==> config.mk <==
export PLATFORM = sky130hd
export DESIGN_NAME = sprite_move_sched
export DESIGN_NICKNAME = d
export VERILOG_FILES = /design/src/rtl/sprite_move_sched.sv
export SDC_FILE = /design/constraint.sdc
export NUM_CORES = 1
export LEC_CHECK = 0
export BUFFER_PORTS_ARGS = -buffer_cell sky130_fd_sc_hd__buf_2
export CAP_MARGIN = 30
export CORE_MARGIN = 10
export CORE_UTILIZATION = 64
export CTS_BUF_LIST = sky130_fd_sc_hd__clkbuf_8
export DETAILED_ROUTE_END_ITERATION = 6
export PLACE_DENSITY = 0.95
export SLEW_MARGIN = 10
export SYNTH_ARGS = -nofsm -noshare
export SYNTH_HDL_FRONTEND = slang
export SYNTH_SLANG_ARGS = --single-unit
==> constraint.sdc <==
create_clock -name clk -period 9.5 [get_ports clk]
set_clock_uncertainty 0.2 [all_clocks]
set_input_delay 1.425 -clock clk [delete_from_list [all_inputs] [get_ports clk]]
set_output_delay 1.425 -clock clk [all_outputs]
set_load 0.005 [all_outputs]
==> src/rtl/sprite_move_sched.sv <==
// Moves one W x H sprite leftward across the 160x120 framebuffer, one pixel write per cycle.
// Build option: SPRITE_WRAP_EN makes the sprite re-enter at X_START instead of finishing.
module sprite_move_sched #(
    parameter int         W         = 4,
    parameter int         H         = 4,
    parameter int         X_START   = 156,
    parameter int         STEP      = 1,
    parameter logic [2:0] BG_COLOUR = 3'b000
) (
    input  logic       clk,
    input  logic       resetn,
    input  logic       start,
    input  logic       frame_tick,
    input  logic [6:0] y_in,
    input  logic [2:0] colour_in,
    output logic [7:0] vga_x,
    output logic [6:0] vga_y,
    output logic [2:0] vga_colour,
    output logic       plot,
    output logic       busy,
    output logic       done
);

    typedef enum logic [2:0] {
        S_IDLE,
        S_DRAW,
        S_WAIT,
        S_ERASE,
        S_MOVE,
        S_DONE
    } state_t;

    localparam logic [3:0] DX_LAST = 4'(W - 1);
    localparam logic [3:0] DY_LAST = 4'(H - 1);
    localparam logic [6:0] Y_MAX   = 7'(120 - H);
    localparam logic [7:0] X_INIT  = 8'(X_START);
    localparam logic [7:0] X_STEP  = 8'(STEP);

    state_t     state_q, state_d;
    logic [7:0] x_pos_q, x_pos_d;
    logic [6:0] y_base_q, y_base_d;
    logic [2:0] colour_q, colour_d;
    logic [3:0] dx_q, dx_d;
    logic [3:0] dy_q, dy_d;
    logic       pending_q, pending_d;

    logic [7:0] vga_x_q, vga_x_d;
    logic [6:0] vga_y_q, vga_y_d;
    logic [2:0] vga_colour_q, vga_colour_d;
    logic       plot_q, plot_d;
    logic       busy_q, busy_d;
    logic       done_q, done_d;

    logic       last_px;
    logic [8:0] px_sum;

    assign last_px = (dx_q == DX_LAST) && (dy_q == DY_LAST);

    always_comb begin
        state_d   = state_q;
        x_pos_d   = x_pos_q;
        y_base_d  = y_base_q;
        colour_d  = colour_q;
        dx_d      = dx_q;
        dy_d      = dy_q;
        pending_d = pending_q;

        case (state_q)
            S_IDLE: begin
                if (start) begin
                    y_base_d = (y_in > Y_MAX) ? Y_MAX : y_in;
                    colour_d = colour_in;
                    x_pos_d  = X_INIT;
                    dx_d     = '0;
                    dy_d     = '0;
                    state_d  = S_DRAW;
                end
            end
            S_DRAW, S_ERASE: begin
                if (frame_tick) pending_d = 1'b1;
                if (last_px) begin
                    dx_d    = '0;
                    dy_d    = '0;
                    state_d = (state_q == S_DRAW) ? S_WAIT : S_MOVE;
                end else if (dx_q == DX_LAST) begin
                    dx_d = '0;
                    dy_d = dy_q + 4'd1;
                end else begin
                    dx_d = dx_q + 4'd1;
                end
            end
            S_WAIT: begin
                if (frame_tick || pending_q) begin
                    pending_d = 1'b0;
                    state_d   = S_ERASE;
                end
            end
            S_MOVE: begin
                if (frame_tick) pending_d = 1'b1;
                if (x_pos_q < X_STEP) begin
`ifdef SPRITE_WRAP_EN
                    x_pos_d = X_INIT;
                    state_d = S_DRAW;
`else
                    state_d = S_DONE;
`endif
                end else begin
                    x_pos_d = x_pos_q - X_STEP;
                    state_d = S_DRAW;
                end
            end
            S_DONE: begin
                pending_d = 1'b0;
                state_d   = S_IDLE;
            end
            default: state_d = S_IDLE;
        endcase
    end

    // Outputs are derived from next-state values so each registered pixel lines up
    // with the state that owns it (first plot lands the cycle after start).
    always_comb begin
        px_sum       = 9'(x_pos_d) + 9'(dx_d);
        vga_x_d      = px_sum[7:0];
        vga_y_d      = y_base_d + 7'(dy_d);
        vga_colour_d = (state_d == S_ERASE) ? BG_COLOUR : colour_d;
        plot_d       = ((state_d == S_DRAW) || (state_d == S_ERASE)) && (px_sum <= 9'd159);
        busy_d       = (state_d != S_IDLE);
        done_d       = (state_d == S_DONE);
    end

    always_ff @(posedge clk) begin
        if (!resetn) begin
            state_q      <= S_IDLE;
            x_pos_q      <= X_INIT;
            y_base_q     <= '0;
            colour_q     <= '0;
            dx_q         <= '0;
            dy_q         <= '0;
            pending_q    <= 1'b0;
            vga_x_q      <= '0;
            vga_y_q      <= '0;
            vga_colour_q <= '0;
            plot_q       <= 1'b0;
            busy_q       <= 1'b0;
            done_q       <= 1'b0;
        end else begin
            state_q      <= state_d;
            x_pos_q      <= x_pos_d;
            y_base_q     <= y_base_d;
            colour_q     <= colour_d;
            dx_q         <= dx_d;
            dy_q         <= dy_d;
            pending_q    <= pending_d;
            vga_x_q      <= vga_x_d;
            vga_y_q      <= vga_y_d;
            vga_colour_q <= vga_colour_d;
            plot_q       <= plot_d;
            busy_q       <= busy_d;
            done_q       <= done_d;
        end
    end

    assign vga_x      = vga_x_q;
    assign vga_y      = vga_y_q;
    assign vga_colour = vga_colour_q;
    assign plot       = plot_q;
    assign busy       = busy_q;
    assign done       = done_q;

endmodule
== After elaboration in Yosys (flattened, before gate mapping) ==
Cells that the tools add are included.

* Register bits: 51
* Word-level logic and storage cells: 70

* $add $sub $neg: 5
* $lt $le $gt $ge: 3
* Equal/unequal tests: 12
* Mux-type cells: 25
* Bitwise logic cells: 1
* Reduce and logical (&&, ||, !) cells: 11

{| class="wikitable"
|+ Operator list
! cell !! count
|-
| $mux 4 || 6
|-
| $mux 3 || 7
|-
| $mux 7 || 3
|-
| $mux 8 || 2
|-
| $pmux 4 s2 || 2
|-
| $pmux 8 s2 || 1
|-
| $pmux 3 s4 || 1
|-
| $add 8x4->9 || 1
|-
| $eq 3x2->1 const B || 3
|-
| $eq 3x3->1 const B || 3
|-
| $le 9x8->1 const B || 1
|-
| $add 4x1->4 const B || 2
|-
| $eq 4x2->1 const B || 2
|-
| $lt 8x1->1 const B || 1
|-
| $sub 8x1->8 const B || 1
|-
| $add 7x4->7 || 1
|-
| $gt 7x7->1 const B || 1
|-
| $eq 3x1->1 const B || 2
|-
| $reduce_bool 3->1 || 2
|-
| $reduce_or 2->1 || 2
|-
| $logic_not 3->1 || 1
|-
| $pmux 1 s3 || 1
|-
| $reduce_and 3->1 || 1
|-
| $reduce_or 3->1 || 1
|-
| 6 further kinds || 9
|}

== Logic depth before layout (Yosys ltp) ==
Gate-level depths: netlist of run 1.

* Depth in word-level cells: 7
* Gate-level depth with buffers: 14
* Depth with buffers taken out: 14

== Worst setup path before layout of run 1 ==
Ideal clock, no wire load.

* Path type: in2reg
* Start point: input port start
* End point: register plot_q, in the netlist plot
* Data arrival time: 3.735 ns
* Path slack: 5.474 ns
* Stages on the path: 11
* Cell sequence: or4b_1 > buf_6 > clkbuf_1 > nand2_1 > mux2i_1 > ha_1 > fa_1 > a21o_1 > a21oi_1 > a311oi_1 > a311oi_1

* Longest elaborated chain between the ends: 5

{| class="wikitable"
|+ RTL lines
! element !! line !! source
|-
| start: declaration || 12 || <nowiki>input logic start,</nowiki>
|-
| $mux 8 || 70 || <nowiki>if (start) begin</nowiki>
|-
| $pmux 8 s2 || 68 || <nowiki>case (state_q)</nowiki>
|-
| via x_pos_d[0] || 40 || <nowiki>logic [7:0] x_pos_q, x_pos_d;</nowiki>
|-
| $add 8x4->9 || 123 || <nowiki>px_sum = 9'(x_pos_d) + 9'(dx_d);</nowiki>
|-
| $le 9x8->1 || 127 || <nowiki>plot_d = ((state_d == S_DRAW) || (state_d == S_ERASE)) && (px_sum <= 9'd159);</nowiki>
|-
| $logic_and 1x1->1 || 127 ||
|-
| end signal: assignment || 158 || <nowiki>plot_q <= plot_d;</nowiki>
|-
| end: declaration || 50 || <nowiki>logic plot_q, plot_d;</nowiki>
|}

The timed path passes the listed nets, and every way through them passes these cells.
A chain may end at the register's enable or synchronous reset.

== Worst setup path in the final report of run 1 ==
Ends and elaborated chain as after synthesis.

==> impl.org, run 1 <==
** Run status
- The flow ran to the end, and the final reports show no timing, DRC or antenna violations.

** Logic synthesis
- In this run the cell area of the synthesized design comes to 2534 um2.
- Number of warnings reported in the yosys synthesis log :: 0
- Yosys attributes the largest share of cell area to dfxtp_1 (40%), ha_1 (5.4%), and2_1 (4.4%), nand2_1 (4.1%), nor2_1 (3.9%).
- The synthesized design contains 0 enable-type register cells.
- Dominant cell type by area after synthesis :: dfxtp_1
- Synthesis produced 276 cells.
- Most used DFF post-synth :: dfxtp_1
- Fraction of registers with async set or reset after synthesis :: 0%
- Post-Synthesis Mean Instance Area :: 9.180 um2
- Of the synthesized area, sequential elements account for 40.30%.
- Distinct cells, synth :: 58
- Share of the synthesized area in the top cell type :: 40.30%
- Synthesized net count :: 303
- Flop and latch count out of synthesis :: 51

** Clocking
- No sink is reached through more buffers than the 2 on the longest clock path.
- After clock tree synthesis, the clock-pin slew on the worst setup and hold paths is 0.09 ns.
- Buffers added to address setup during post-CTS repair amount to 0.
- In this run, post-CTS hold repair placed 0 buffers.
- The clock net in this run drives a total of 51 sinks.
- CTS placed an instance of clkbuf_8 at the clock tree root.
- Clock tree from TritonCTS :: yes
- In this run, post-CTS repair resized a total of 0 instances.
- Num CTS Buffers :: 5
- Clock latency on the worst-skew pair :: 0.31 ns
- The clock tree synthesis step divided the H-tree into 2 levels.

** Global routing
- For this run, the total global-route usage over all layers was measured as 15.33%.
- The first global-routing pass estimated 9121 um of wire.
- Summed over all layers, the global routing overflow is 0.
- The initial antenna violation count was 0.
- The number of global-route vias before repair was 2049.
- Entering global routing, the biggest net connects 27 pins.

** Final layout
- Post-synthesis to final-layout area growth :: 10.47%
- Most common cell after layout, fill and taps aside :: dfxtp_1
- The repair_antennas step left the layout with diodes totalling 0.
- Fraction of layout cells with a size suffix above 1 :: 18.45%
- Number of filler cells placed in the layout :: 286
- Summing all flip-flop and latch instances after layout gives 1021 um2.
- In the layout the commonest cells are dfxtp_1 (51), buf_2 (34), nand2_1 (28), nor2_1 (26), and2_1 (18).
- The final layout contains 335 nets.
- Summing all multi-input logic gate instances after layout gives 1429 um2.

** Detailed routing
- Pre-Repair DR Iteration Count :: 4
- Vias after detailed routing :: 2040
- Antenna-violating nets left :: 0
- Post-DR vias/cell :: 5.714
- Post-Route WL :: 5357 um
- After the first detailed-routing iteration, the DRC count stood at 135.
- After detailed routing, the average wire length per cell comes to 15.01 um.
- Count of unresolved DRC violations after routing :: 0

** Run
- Max-cap violations in this run came to 0.

** STA
- Worst-margin pin slew :: 0.7510 ns
- For this run, the top clock speed supported by timing is 241.2 MHz.
- The worst pin sits at a relative slew slack of 49.93%.
- In the post-route analysis, the smallest setup slack over all paths is 5.354 ns.
- The max-slew violation total from the final report is 0.
- Worst Hold Margin :: 0.2581 ns
- Final setup violation count :: 0
- Subtracting the final worst setup slack from the clock period gives 4.146 ns.
- Summed over all failing endpoints, the final setup total negative slack is 0 ns.
- The final critical path takes up 43.64% of the cycle.
- Unrepaired setup endpoints after global routing :: false
- Final Hold Fails :: 0

** Pwr
- Total power divided by cell area :: 137.2 nW/um2
- Summed over all cells, the static leakage comes to 1.214 nW.
- Total Power Consumption :: 384.0 uW
- Maximum vdd ir drop :: 0.1038 mV

** Placement
- Hpwl dp :: 3955 um
- Pre-CTS worst setup slack :: 5.048 ns
- Buffers placed on the I/O ports in this run total 34.
- RD Place Congestion :: 0.9265

** Worst setup path
- The worst setup path is launched from a primary input.
- Along the worst path, the maximum fanout reaches 18.
- Endpoint required time on the critical path :: 9.52 ns
- STA classifies the critical path endpoint as a register.
- For the worst setup path, the data arrival time is 4.17 ns.
- Register-to-Register Setup Slack :: 5.92 ns
- Worst flop-to-flop path startpoint :: state_q[2]$_SDFF_PN0_
- Counting cells, the worst reg-to-reg path comes to 10.
- The endpoint identified for the worst register-to-register timing path is plot$_SDFF_PN0_.
- The critical path is of the primary input to register type.

** Floorplan
- Once the floorplan was initialized, standard cells occupied 67.68% of the core.
- The floorplan step defined a die boundary enclosing 6876 um2.
- Y dimension of the die :: 82.92 um
- In this run the horizontal extent of the chip is 82.92 um.
- Core region area :: 3744 um2
- Number of top-level pins :: 35
- Row generation in the floorplan step produced 22 rows.

** Hold path
- The worst hold path belongs to the class register to register.
- Worst Hold Path Cells :: 2
- Worst Hold End :: colour_q[0]$_SDFF_PN0_
- Hold path start :: colour_q[0]$_SDFF_PN0_
==> cell usage after synthesis (3+ instances only) <==
cell type / number
ha_1: 11
a22o_1: 3
xnor2_1: 8
or2_2: 4
nor2_1: 26
mux2i_1: 5
a21oi_1: 13
nor3_1: 6
inv_1: 8
a21o_1: 3
nand3_1: 8
nand2b_1: 7
dfxtp_1: 51
o21ai_0: 12
and2_1: 18
clkbuf_1: 6
nor2b_1: 6
a31oi_1: 3
nand2_1: 28
==> per-layer routing <==
layer | up-vias | GRT usage [%] | wire length, um
li1 | 1027 | - | -
met1 | 939 | 17.89 | 2329
met2 | 64 | 24.72 | 2588
met3 | 10 | 4.688 | 328
met4 | 0 | 7.692 | 110
met5 | - | 0 | 0
==> cell type report <==
| cell class | instances | area share (%) |
|---|---|---|
| Multi-Input combinational cell | 206 | 51.05 |
| Sequential cell | 51 | 36.48 |
| Timing Repair Buffer | 34 | 6.080 |
| Tap cell | 48 | 2.146 |
| Inverter | 10 | 1.341 |
| Clock inverter | 3 | 0.4470 |
| Clock buffer | 5 | 2.459 |
==> logic make-up (layout without fill, tap and decap cells) <==
| kind of cell | count (synthesis) | in the layout | share of synthesized area (%) |
|---|---|---|---|
| flip-flops | 51 | 51 | 40.30 |
| multiplexers | 8 | 8 | 3.753 |
| AND/OR/NAND/NOR | 123 | 123 | 28.15 |
| XOR/XNOR | 10 | 10 | 3.457 |
| buffers and inverters | 19 | 52 | 3.308 |
| adder cells (fa/ha/maj) | 13 | 13 | 7.012 |
| AO/OA/AOI/OAI | 52 | 52 | 14.03 |
==> flip-flops by register name, indices dropped and copies added, names as in the netlist <==
signal / flops
vga_y: 7
dx_q: 4
done: 1
pending_q: 1
dy_q: 4
colour_q: 3
x_pos_q: 8
y_base_q: 7
vga_x: 8
vga_colour: 3
state_q: 3
plot: 1
busy: 1
==> power by group <==
part | leakage (nW) | switching, mW | total [mW] | internal [mW]
Sequential | 0.417 | 0.00429 | 0.227 | 0.222
Combinational | 0.747 | 0.0223 | 0.0398 | 0.0175
Clock | 0.0505 | 0.0680 | 0.118 | 0.0497
==> critical path: stages <==
cell	delay, ns
buf_2	0.12
or4b_1	0.81
nand2_1	0.20
mux2i_1	0.14
ha_1	0.31
a21oi_1	0.16
o21ai_0	0.17
o22a_1	0.30
nor3_2	0.22
a311oi_1	0.07
a311oi_1	0.24
==> worst max-delay path by stage <==
stage,start,end,cells after the start
detailed placement,start,plot$_SDFF_PN0_,10
finish,start,plot$_SDFF_PN0_,11
global placement,start,plot$_SDFF_PN0_,10
floorplan,start,plot$_SDFF_PN0_,11
global route,start,plot$_SDFF_PN0_,10
CTS,start,plot$_SDFF_PN0_,10
==> through the flow <==
stage	utilization [%]	cells	instance area [um2]
after CTS	74.77	357	2799
after detailed placement	72.59	349	2718
final	74.77	357	2799
after global placement	72.59	349	2718
after global routing	74.77	357	2799
after floorplan	-	276	2534
No activity file was read; power rests on OpenSTA's default activity.
==> inputs of run 2 (changes only) <==
ABC_AREA = 1   (was unset)
CORE_UTILIZATION = 54   (was 64)
PLACE_DENSITY = 0.86   (was 0.95)
clock period = 3.4 ns   (was 9.5 ns; I/O delays follow)
==> impl.org, run 2 <==
** Detailed routing
- Count of unresolved DRC violations after routing :: 0
- Post-DR vias/cell :: 5.075
- Once detail routing completed, the nets flagged for antenna violations numbered 0.
- Dividing the detail-routed wire length by the instance count gives 12.40 um.
- Post-Route WL :: 5817 um
- The detailed router finished its first iteration with 99 violations.
- Pre-Repair DR Iteration Count :: 4
- Across all layers, the routed design uses 2380 vias.

** Clocking
- In this run the post-CTS setup repair buffer count came out at 0.
- Post-CTS repair changed the size of 0 cells.
- Number of buffers added to fix hold violations after cts :: 0
- Num CTS Buffers :: 5
- In this run the clock root is driven by a clkbuf_8.
- Total number of clock tree sinks :: 51
- Deepest clock path buffer count :: 2
- # H-tree levels :: 2
- Worst-path clk slew :: 0.09 ns
- At the later pin of the worst-skew pair, clock insertion delay measures 0.32 ns.
- Clock tree from TritonCTS :: yes

** Final layout
- Utilization of the core after routing :: 63.76%
- In the final layout, the share of cells above drive strength 1 is 21.64%.
- # diodes :: 0
- Leaving out fill and tap cells, the most frequent cell in the layout is nand2_1.
- Number of filler cells placed in the layout :: 415
- Final #Nets :: 428
- Most frequent cells in the layout :: nand2_1 (76), dfxtp_1 (51), inv_1 (48), nor2_1 (47), buf_2 (34)
- Post-synthesis to final-layout area growth :: 13.65%
- Multi-input gate area in the final layout :: 1425 um2
- Combined flip-flop and latch cell area :: 1021 um2

** Worst setup path
- The cell that appears most often on the critical path is nand2_1.
- Counting buffers and inverters, the worst setup path is 15 cells deep.
- Data arrives at the worst endpoint at 3.06 ns.
- Slowest stage cell on the critical path :: fa_1
- The most critical setup path has its endpoint at vga_y[6]$_SDFF_PN0_.
- Together, buffers and inverters on the worst path number 3.
- The startpoint identified for the worst register-to-register timing path is dx_q[0]$_SDFF_PN0_.
- Traced cell by cell, the critical path runs through ha_1 -> nand3_1 -> inv_1 -> nand2_1 -> nand2_1 -> inv_1 -> o211ai_1 -> nand2_1 -> ha_1 -> inv_1 -> fa_1 -> o21ai_0 -> nand2_1 -> o21ai_0 -> nand2_1.
- The worst setup path is captured at a register.
- Logic depth of the worst register-to-register path :: 15
- Register-to-Register Setup Slack :: 0.35 ns
- In this run the worst path has a maximum fanout of 5.
- WS Path Type :: register to register
- The endpoint identified for the worst register-to-register timing path is vga_y[6]$_SDFF_PN0_.
- Among cell families on the critical path, the largest total delay comes from adder cells.
- The largest single stage delay on the critical path is 0.40 ns.
- Critical path launch point type :: register
- In this run the worst setup path begins at dx_q[0]$_SDFF_PN0_.
- Endpoint required time on the critical path :: 3.42 ns

** Logic synthesis
- Number of warnings reported in the yosys synthesis log :: 0
- After synthesis, the netlist uses 42 different library cells.
- Post-synthesis instance area :: 2685 um2
- The biggest area contributor in the post-synthesis netlist is dfxtp_1.
- Most used DFF post-synth :: dfxtp_1
- The number of nets in the synthesized netlist is 392.
- The share of synthesized area in the top cell type comes to 38.02%.
- Number of enable-type register cells in the synthesized netlist :: 0
- Fraction of the yosys area taken by sequential cells :: 38.02%
- In this run, synthesis produced a sequential element count of 51.
- Top-count cell post-synth :: nand2_1
- Number of standard cells after synthesis :: 365
- Post-Synthesis Mean Instance Area :: 7.356 um2
- By area the synthesized netlist is led by dfxtp_1 (38%), nand2_1 (11%), inv_1 (6.7%), nor2_1 (6.7%), ha_1 (5.1%).
- Fraction of registers with async set or reset after synthesis :: 0%
- In the synthesized netlist, the cells that appear most often are nand2_1 (76), dfxtp_1 (51), inv_1 (48), nor2_1 (48).

** STA
- Dividing the final minimum period by the clock period gives 89.62%.
- Final setup violation count :: 0
- For the pin with the worst max-slew slack, the measured transition is 0.4421 ns.
- Number of slew-limit violations in the final report :: 0
- Setup TNS Final :: 0 ns
- Slew headroom :: 70.21%
- Maximum operating frequency :: 328.2 MHz
- Final Hold Fails :: 0
- Setup repair after global routing left no endpoint under its margin.
- The worst path needs 3.047 ns of the cycle, external delays included.

** Pwr
- Per report_power, the clock group accounts for 32.7% of the total.
- Power spread over the standard cell area amounts to 374.7 nW/um2.
- Sequential cells burn 55.3% of the power.
- The worst-case IR drop observed on VDD is 0.1460 mV.
- Net switching fraction of the power :: 26.34%
- The analysis attributes to net switching a power of 301.2 uW.
- Internal power contribution :: 842.4 uW
- For this design the static power due to leakage is 1.538 nW.
- Combinational logic burns 12.0% of the power.

** Floorplan
- Placement row count :: 25
- Measured along the x axis, the die boundary spans 90.52 um.
- 35 I/O pins were placed.
- The core region is 4786 um2.
- Y dimension of the die :: 90.52 um
- The floorplan step defined a die boundary enclosing 8193 um2.
- Starting density of the core :: 56.10%

** Placement
- The wire-length estimate of the detail-placed layout is 4435 um.
- I/O Buffers :: 34
- RD Place Congestion :: 0.8399

** Global routing
- Wire length of the first global-routing pass :: 10390 um
- Global-route congestion overflow total :: 0
- Vias in the first global route :: 2387
- Pin count of the biggest net entering global routing :: 30
- Aggregate global-route resource usage :: 14.92%
- Initial antenna violation count :: 0

** Run status
- Status :: complete, no violations

** Run
- Across the run, the number of max-cap violations was 0.

** Hold path
- Hold WC Path Type :: primary input to register
-- run 2: changes by cell type after synthesis, moves of 4 or more --
| cell | change |
|---|---|
| and2_1 | -17 |
| inv_1 | +40 |
| inv_2 | +8 |
| nand2_1 | +48 |
| nand2_2 | +9 |
| nand2b_1 | -7 |
| nand3_1 | +8 |
| nor2_1 | +22 |
| nor2b_1 | -6 |
| o211ai_1 | +4 |
| o21ai_0 | +4 |
| xnor2_1 | -7 |
-- run 2: cells by family after synthesis --
| logic type | Yosys count | synth area share (%) |
|---|---|---|
| buf+inv | 65 | 9.412 |
| mux | 2 | 0.7456 |
| xor+xnor | 4 | 1.305 |
| fa+ha+maj | 13 | 6.617 |
| flops | 51 | 38.02 |
| simple gates | 178 | 31.87 |
| compound gates | 52 | 12.02 |
-- run 2: tightest hold or removal path: cells and delay by family --
family        cells  cell delay [ns]
buf+inv           1             0.08
mux               1             0.07
simple gates      1             0.08
-- run 2: per-layer routing --
metal	global-route usage (%)	vias to the layer above	wire (um)
met1	15.73	1075	2479
met5	0	-	0
met2	26.32	53	2868
met4	7.560	0	171
li1	-	1235	-
met3	4.323	17	297
-- run 2: worst min path at each step --
stage                                start                endpoint  slack, ns  cells after the start
floorplan           y_base_q[0]$_SDFF_PN0_  y_base_q[0]$_SDFF_PN0_       0.25                      2
global placement    y_base_q[0]$_SDFF_PN0_  y_base_q[0]$_SDFF_PN0_       0.26                      2
detailed placement  y_base_q[0]$_SDFF_PN0_  y_base_q[0]$_SDFF_PN0_       0.27                      2
CTS                           colour_in[2]  colour_q[2]$_SDFF_PN0_       0.25                      3
global route                  colour_in[2]  colour_q[2]$_SDFF_PN0_       0.28                      3
finish                        colour_in[2]  colour_q[2]$_SDFF_PN0_       0.25                      3
-- run 2: area by class of cell --
class,instances,area share [%]
Inverter,58,7.134
Sequential cell,51,33.46
Multi-Input combinational cell,249,46.70
Timing Repair Buffer,36,6.724
Clock inverter,2,0.5330
Clock buffer,6,2.706
Tap cell,67,2.747
-- run 2: through the flow --
step           instance area, um2  hold WS (ns)  setup WS (ns)  std cells  power, mW
3_3_place_gp                 2912        0.2609         0.3453        460     0.7753
6_report                     3052        0.2491         0.3531        469      1.144
3_5_place_dp                 2912        0.2727         0.1557        460     0.7794
5_1_grt                      3052        0.2782        0.04764        469      1.196
2_1_floorplan                2685        0.2508         0.5484        365     0.7346
4_1_cts                      3010        0.2458         0.1220        468      1.149
-- run 2: power groups by stage --
| stage | Sequential (mW) | Clock (mW) | Combinational, mW |
|---|---|---|---|
| final | 0.632 | 0.374 | 0.137 |
| after floorplan | 0.647 | 0 | 0.0875 |
| after global placement | 0.645 | 0 | 0.130 |
| after detailed placement | 0.646 | 0 | 0.134 |
| after CTS | 0.632 | 0.383 | 0.135 |
| after global routing | 0.634 | 0.405 | 0.156 |
==> inputs of run 3 (changes only) <==
CORE_UTILIZATION = 60   (was 54)
PLACE_DENSITY = 0.9   (was 0.86)
clock period = 2.9 ns   (was 3.4 ns; I/O delays follow)
==> impl.org, run 3 (synthesis results as in run 2) <==
** Floorplan
- The die is 86.90 um tall.
- In this run the horizontal extent of the chip is 86.90 um.
- Number of top-level pins :: 35
- Core region area :: 4354 um2
- The floorplan step defined a die boundary enclosing 7551 um2.
- Placement row count :: 24
- The initial utilization of the core area, before any placement, comes to 61.67%.

** Worst setup path
- STA classifies the critical path endpoint as a register.
- Of all nets on the critical path, the largest fanout is 6.
- Source of the critical timing path :: state_q[0]$_SDFF_PN0_
- Logic depth of the worst register-to-register path :: 18
- Worst flop-to-flop path startpoint :: state_q[0]$_SDFF_PN0_
- Endpoint required time on the critical path :: 2.95 ns
- WS Path Type :: register to register
- Reg-to-Reg End :: plot$_SDFF_PN0_
- Data on the critical path arrives at its endpoint at 2.75 ns.
- The worst setup path is launched from a register.
- The worst register-to-register path has a setup slack of 0.20 ns.

** Pwr
- Static leakage power :: 1.619 nW
- Sequential Power Share :: 52.0%
- The clock network burns 36.0% of the power.
- Summed over all nets, the switching power comes to 365.9 uW.
- The internal power of the cells totals 1.058 mW.
- Of the total power, the share spent switching nets is 25.69%.
- Logic pwr share :: 12.0%
- Maximum vdd ir drop :: 0.2849 mV
- Total power divided by cell area :: 444.5 nW/um2

** Global routing
- The first global-routing pass estimated 10400 um of wire.
- Most used routing layer :: met2
- Met2 capacity usage during global routing :: 29.31%
- Aggregate global-route resource usage :: 16.54%
- The number of global-route vias before repair was 2455.
- Global-route met3 utilization :: 4.588%
- Entering global routing, the biggest net connects 30 pins.
- Global-route congestion overflow total :: 0
- Initial antenna violation count :: 0
- Global routing usage on met1 :: 18.19%

** Final layout
- Cells with a size suffix above 1 make up 28.37% of the layout.
- Relative to the synthesized area, the layout overhead comes to 19.34%.
- The net count of the finished layout is 442.
- Number of filler cells placed in the layout :: 319
- Utilization of the core after routing :: 73.59%
- The library cell used most frequently in the layout, excluding fill and tap cells, is nand2_1.
- Most frequent cells in the layout :: nand2_1 (76), dfxtp_1 (48), inv_1 (47), nor2_1 (41), buf_2 (34)
- The number of antenna diodes in the final layout is 0.

** Hold path
- Worst Hold Path Cells :: 3
- Worst Hold End :: colour_q[2]$_SDFF_PN0_
- Hold WC Path Type :: primary input to register
- The worst hold path begins at colour_in[2].

** STA
- The number of hold violations in the final report is 0.
- Worst-margin pin slew :: 0.3733 ns
- Derived from the worst setup path, the maximum achievable clock frequency is 370.8 MHz.
- The max-slew violation total from the final report came to 0.
- In the post-route analysis, the smallest setup slack over all paths is 0.2030 ns.
- Setup repair after global routing could not meet its margin everywhere.
- Final worst path period need :: 2.697 ns
- Measured against its own limit, the worst slew margin works out to 74.88%.
- Final setup violation count :: 0
- Period utilization :: 93.00%

** Placement
- In this run the tool buffered the top-level ports with 34 buffer cells.
- At the end of routability-driven placement, the weighted congestion stood at 0.8435.
- Hpwl dp :: 4495 um
- At the placement stage, the worst setup path has a slack of -0.03070 ns.

** Run status
- The flow ran to the end, and the final reports show no timing, DRC or antenna violations.

** Detailed routing
- Post-DR vias/cell :: 5.314
- Wires add up to 6180 um.
- Detailed-route wire length per cell :: 13.21 um
- The detailed router placed 2487 vias in this run.
- The first TritonRoute pass finished after 4 iterations.
- First DRT Iteration DRCs :: 112
- Count of unresolved DRC violations after routing :: 0
- Antenna-violating nets left :: 0

** Clocking
- Number of buffers added to fix hold violations after cts :: 0
- Clock tree from TritonCTS :: yes
- Clock tree synthesis found a total of 51 sinks.
- Clock latency on the worst-skew pair :: 0.31 ns
- TritonCTS created 5 clock buffers.
- CTS Root Cell :: clkbuf_8
- Clock-pin slew was measured on the worst setup and hold paths at 0.10 ns.
- In this run the deepest clock path goes through 2 buffers.
- The H-tree was split into 2 levels.

** Run
- Across the run, the number of max-cap violations was 0.
==> run 3: worst max-delay path by stage <==
stage / to / cells past startpoint
2_1_floorplan: plot$_SDFF_PN0_ / 20
3_3_place_gp: plot$_SDFF_PN0_ / 19
3_5_place_dp: plot$_SDFF_PN0_ / 19
4_1_cts: plot$_SDFF_PN0_ / 20
5_1_grt: plot$_SDFF_PN0_ / 19
6_report: plot$_SDFF_PN0_ / 18
==> run 3: power by group through the flow <==
stage	logic [mW]	clock network [mW]	registers [mW]
floorplan	0.103	0	0.759
global placement	0.157	0	0.756
detailed placement	0.162	0	0.757
CTS	0.163	0.511	0.741
global route	0.194	0.545	0.744
finish	0.171	0.513	0.741
==> run 3: area by class of cell <==
type / instances / area (um2) / area share, %
multi-input combinational: 249 / 1471 / 45.92
tap: 52 / 65.06 / 2.030
clock buffer: 5 / 68.82 / 2.148
inverter: 58 / 217.7 / 6.794
clock inverter: 3 / 46.29 / 1.445
timing repair buffer: 50 / 310.3 / 9.684
sequential: 51 / 1025 / 31.98
==> run 3: per-stage QoR <==
step                      setup TNS [ns]  hold WS, ns  cell area, um2  std cells  power (mW)
after detailed placement        -0.03070       0.2717            2983        457      0.9187
after global placement                 0       0.2603            2983        457      0.9133
final                                  0       0.1838            3204        468       1.424
after floorplan                        0       0.2508            2685        365      0.8613
after CTS                              0       0.1811            3104        465       1.414
after global routing            -0.03151       0.2185            3204        468       1.483
==> run 3: per-layer routing <==
metal  routed length (um)  vias up
li1                     -     1259
met1                 2595     1162
met2                 3214       56
met3                  275       10
met4                   95        0
met5                    0        -
==> run 3: critical path, stage by stage, from the launching register on <==
cell and delay, ns:
dfxtp_1 0.35, inv_2 0.10, nand2_4 0.06, nor2_2 0.09, inv_1 0.06, or2_1 0.24, nand2_4 0.11, inv_2 0.06
o21ai_2 0.16, ha_2 0.22, fa_2 0.19, nand2_1 0.05, inv_1 0.09, o21ai_2 0.07, nand2_1 0.07, nand3_2 0.12
o21ai_2 0.17, nand3_1 0.10, a21oi_2 0.13
==> run 3: repair_timing <==
action | CTS | global route
cloned | 0 | 0
setup buffers | 0 | 2
resized for setup | 4 | 23
pin swaps | 0 | 4
setup endpoints to repair | 2 | 7
